[src/rtl/inst_queue.sv]
// Instruction queue between fetch and decode: circular FIFO with
// valid/ready on both sides, synchronous flush and misalignment flag.
module inst_queue #(
    parameter int DEPTH  = 4,
    parameter int ADDR_W = 32,
    parameter int DATA_W = 32
) (
    input  logic                       clk,
    input  logic                       rst,
    input  logic                       flush,
    input  logic                       in_valid,
    output logic                       in_ready,
    input  logic [ADDR_W-1:0]          in_vaddr,
    input  logic [DATA_W-1:0]          in_inst,
    output logic                       out_valid,
    input  logic                       out_ready,
    output logic [ADDR_W-1:0]          out_vaddr,
    output logic [DATA_W-1:0]          out_inst,
    output logic                       out_addr_err,
    output logic [$clog2(DEPTH):0]     count
);

    localparam int PTR_W = $clog2(DEPTH);
    localparam int CNT_W = PTR_W + 1;
    localparam logic [CNT_W-1:0] FULL = CNT_W'(DEPTH);

    logic [ADDR_W-1:0] vaddr_mem [DEPTH];
    logic [DATA_W-1:0] inst_mem  [DEPTH];
    logic              err_mem   [DEPTH];

    logic [PTR_W-1:0] wr_ptr;
    logic [PTR_W-1:0] rd_ptr;
    logic [CNT_W-1:0] cnt;

    logic push;
    logic pop;

    assign in_ready  = (cnt != FULL);
    assign out_valid = (cnt != '0);
    assign push      = in_valid & in_ready;
    assign pop       = out_valid & out_ready;

    assign out_vaddr    = vaddr_mem[rd_ptr];
    assign out_inst     = inst_mem[rd_ptr];
    assign out_addr_err = err_mem[rd_ptr];
    assign count        = cnt;

    // Storage is left uninitialised; only pointers and occupancy are reset.
    always_ff @(posedge clk) begin
        if (push && !flush) begin
            vaddr_mem[wr_ptr] <= in_vaddr;
            inst_mem[wr_ptr]  <= in_inst;
            err_mem[wr_ptr]   <= |in_vaddr[1:0];
        end
    end

    always_ff @(posedge clk or posedge rst) begin
        if (rst) begin
            wr_ptr <= '0;
            rd_ptr <= '0;
            cnt    <= '0;
        end else if (flush) begin
            wr_ptr <= '0;
            rd_ptr <= '0;
            cnt    <= '0;
        end else begin
            if (push)
                wr_ptr <= wr_ptr + PTR_W'(1);
            if (pop)
                rd_ptr <= rd_ptr + PTR_W'(1);
            unique case ({push, pop})
                2'b10:   cnt <= cnt + CNT_W'(1);
                2'b01:   cnt <= cnt - CNT_W'(1);
                default: cnt <= cnt;
            endcase
        end
    end

endmodule

[config.mk]
export PLATFORM = sky130hd
export DESIGN_NAME = inst_queue
export DESIGN_NICKNAME = d
export VERILOG_FILES = /design/src/rtl/inst_queue.sv
export SDC_FILE = /design/constraint.sdc
export NUM_CORES = 1
export LEC_CHECK = 0
export ABC_CLOCK_PERIOD_IN_PS = 4100
export BUFFER_PORTS_ARGS = -buffer_cell sky130_fd_sc_hd__buf_2
export CAP_MARGIN = 5
export CORE_UTILIZATION = 45
export DETAILED_ROUTE_END_ITERATION = 16
export PLACE_DENSITY = 0.73
export SYNTH_ARGS = -nofsm -noshare
export SYNTH_HDL_FRONTEND = slang
export SYNTH_SLANG_ARGS = --single-unit
export TNS_END_PERCENT = 50
[constraint.sdc]
create_clock -name clk -period 4.1 [get_ports clk]
set_clock_uncertainty 0.2 [all_clocks]
set_input_delay 0.205 -clock clk [delete_from_list [all_inputs] [get_ports clk]]
set_output_delay 0.205 -clock clk [all_outputs]
set_load 0.005 [all_outputs]
==> results_dict.tcl <==
set metrics [dict create \
    wl_um 18300 \
    worstPathRequired_ns 3.69 \
    whs_ns 0.233 \
    topRoutingLayerUsed "met4" \
    synth_fa_ha_area_frac 0.00701 \
    relSlewSlack 0.337 \
    dp_cells 806 \
    synth_top_family_by_area "multiplexers" \
    grt_pass1_wl_um 28300 \
    synth_nets 482 \
    io_buffers 138 \
    synth-xor-area-share 0.00263 \
    synth_compound_area_frac 0.0113 \
    totalPowerFinal_mw 6.44 \
    fin_crit_ns 2.92 \
    wl_met1_um 7550 \
    grt_overflow 0 \
    antenna_found_initial 1 \
    slowest_stage "dfrtp_4" \
    tns_ns 0 \
    clockBufferDepth 3 \
    cp_cell_sequence "buf_12 -> mux4_2 -> buf_2" \
    power_density_mw_per_mm2 520 \
    nNetsFinal 698 \
    synthDistinctLibCells 35 \
    drt_iter0_drc 316 \
    critPathCaptureType "output port" \
    p_sw_frac 0.230 \
    rows 54 \
    muxShareOfSynthArea 0.146 \
    synth_warnings 0 \
    grt_util_all_layers 0.167 \
    drc 0 \
    combPwrFrac 0.153 \
    design_area_mm2 0.0124 \
    leakagePower_nw 4.17 \
    rsz0062_at_grt "no" \
    final_util 0.568 \
    post_cts_buffers 0 \
    worst_slack_ns 1.18 \
    switchingPower_mw 1.48 \
    post_synth_and_or_nand_nor_area_fraction 0.0141 \
    cts-resized-gates 0 \
    io_pins 139 \
    cpLargestDelayFamily "flip-flops" \
    multi_input_area_mm2 0.00182 \
    netlist_area_mm2 0.0100 \
    clockPowerShare 0.338 \
    wl_met2_um 9370 \
    cts-htree-levels 1 \
    ys_ff_latch 267 \
    min_path_type "in -> reg" \
    synth_area_per_cell_um2 24.5 \
    dr.pass1.iters 4 \
    hold_viol 0 \
    arrival_ns 2.51 \
    layoutNonFillerInstCount 924 \
    root_buffer "clkbuf_16" \
    dieHeight_um 151 \
    drtAntennaViolNets 0 \
    status "finished, final reports clean" \
    setup_viol 0 \
    n_fill_cell 1639 \
    avgViaCountPerCell 5.18 \
    cts.clk_slew.worst_paths_ns 0.06 \
    ir_worst_vdd_v 0.000370 \
    tritoncts "yes" \
    critPathMaxFanout 34 \
    max_clock_freq_mhz 343 \
    finalCritPeriodShare 0.711 \
    critPathKind "reg -> out" \
    final_common_cell "edfxtp_1" \
    core_mm2 0.0218 \
    final_cell_mix "edfxtp_1, buf_2, dlygate4sd3_1" \
    dp_worst_setup_slack_ns 1.50 \
    cap_viol_max_count 0 \
    slew_viol_final 0 \
    grt_max_degree 67 \
    intPower_mw 4.96 \
    dieArea_mm2 0.0228 \
    insertion_delay_ns 0.51 \
    drive_above_1_share 0.386 \
    worstMarginPinSlew_ns 0.995 \
    grt_pass1_vias 5116 \
    die_w_um 151 \
    wire_per_inst_um 19.8 \
    cts_made_buffers 26 \
    seq_power_share 0.508 \
    start_util 0.458 \
    path_buf_inv 2 \
    postPlaceCellArea_mm2 0.0109 \
    synth_cells 408 \
    cts.sinks 267 \
    place_congestion 0.742 \
    post-dp-hpwl_um 10800 \
    regArea_mm2 0.00799 \
    vias 4788 \
    max_stage_delay_ns 0.89 \
    ys_seq_area_frac 0.798 \
    area_growth_pct 23.9 \
    worstSetupStartpointType "register" \
    wl_met3_um 1090 \
]
final timing paths:
path	from	slack, ns	depth (start not counted)	to
worst max-delay path	rd_ptr[0]$_DFFE_PP0P_	1.18	3	out_addr_err
worst min-delay path	in_vaddr[25]	0.23	2	vaddr_mem[0][25]$_DFFE_PP_
worst max register to register	count[2]$_DFFE_PP0P_	1.49	3	inst_mem[3][6]$_DFFE_PP_
worst min register to register	wr_ptr[1]$_DFFE_PP0P_	0.46	2	wr_ptr[1]$_DFFE_PP0P_
max in group asynchronous	rst	2.93	4	rd_ptr[0]$_DFFE_PP0P_
min in group asynchronous	rst	0.52	4	count[0]$_DFFE_PP0P_
timing repair:
| item | CTS | global route |
|---|---|---|
| hold endpoints to repair | 274 | 0 |
| setup endpoints to repair | 0 | 0 |
| hold buffers | 70 | 0 |
final cells by class:
cell class,count,share of cell area
Sequential cell,267,0.645
Multi-Input combinational cell,113,0.147
Timing Repair Buffer,209,0.114
Clock buffer,33,0.0563
Tap cell,280,0.0283
Clock inverter,14,0.00707
Inverter,7,0.00212
Antenna cell,1,0.000202
synth_stat cells:
| library cell | count | area share |
|---|---|---|
| a211oi_1 | 1 | 0.00075 |
| a21oi_1 | 4 | 0.0020 |
| a221oi_1 | 1 | 0.00088 |
| a311oi_1 | 1 | 0.00088 |
| and2_1 | 5 | 0.0031 |
| buf_12 | 4 | 0.0080 |
| buf_2 | 9 | 0.0045 |
| buf_4 | 3 | 0.0023 |
| buf_6 | 1 | 0.0011 |
| clkbuf_1 | 4 | 0.0015 |
| dfrtp_1 | 7 | 0.018 |
| edfxtp_1 | 260 | 0.78 |
| fa_1 | 1 | 0.0020 |
| ha_1 | 4 | 0.0050 |
| inv_1 | 7 | 0.0026 |
| mux4_2 | 65 | 0.15 |
| nand2b_1 | 2 | 0.0013 |
| nand3_1 | 4 | 0.0020 |
| nand3b_1 | 1 | 0.00075 |
| nor2_1 | 3 | 0.0011 |
| nor3_1 | 1 | 0.00050 |
| nor3b_1 | 1 | 0.00075 |
| nor3b_2 | 1 | 0.0013 |
| o2111ai_1 | 1 | 0.00088 |
| o21a_1 | 1 | 0.00075 |
| o21ai_0 | 4 | 0.0020 |
| o22ai_1 | 1 | 0.00063 |
| o311ai_1 | 1 | 0.00088 |
| o31ai_1 | 1 | 0.00075 |
| o41ai_1 | 1 | 0.00088 |
| or2_2 | 3 | 0.0019 |
| or3_1 | 1 | 0.00063 |
| or3b_2 | 1 | 0.00088 |
| xnor2_1 | 1 | 0.00088 |
| xor2_1 | 2 | 0.0018 |
power by group through the flow:
| stage | Sequential, mW | Clock (mW) | Combinational, mW |
|---|---|---|---|
| detailed placement | 3.34 | 0 | 0.955 |
| CTS | 3.28 | 2.22 | 1.01 |
| global route | 3.30 | 2.32 | 1.08 |
| global placement | 3.32 | 0 | 0.933 |
| floorplan | 3.21 | 0 | 0.735 |
| finish | 3.27 | 2.18 | 0.987 |
state kept, by name, indices dropped and copies added (netlist names):
register   flops
rd_ptr         2
vaddr_mem    128
wr_ptr         2
err_mem        4
count          3
inst_mem     128
metal layers:
| metal | GRT usage | vias up |
|---|---|---|
| met5 | 0 | - |
| met2 | 0.281 | 127 |
| li1 | - | 2154 |
| met4 | 0.0425 | 0 |
| met3 | 0.0380 | 26 |
| met1 | 0.220 | 2481 |
logic make-up after synthesis:
group	count (synthesis)
compound gates	17
xor+xnor	3
fa+ha+maj	5
buf+inv	28
flops	267
mux	65
simple gates	23
worst register-to-register path, stage by stage (launching register included):
cell,delay [ns]
dfrtp_1,0.51
nor3b_2,0.25
nor3_1,0.35
and2_4,0.82
No activity file was read; power rests on OpenSTA's default activity.
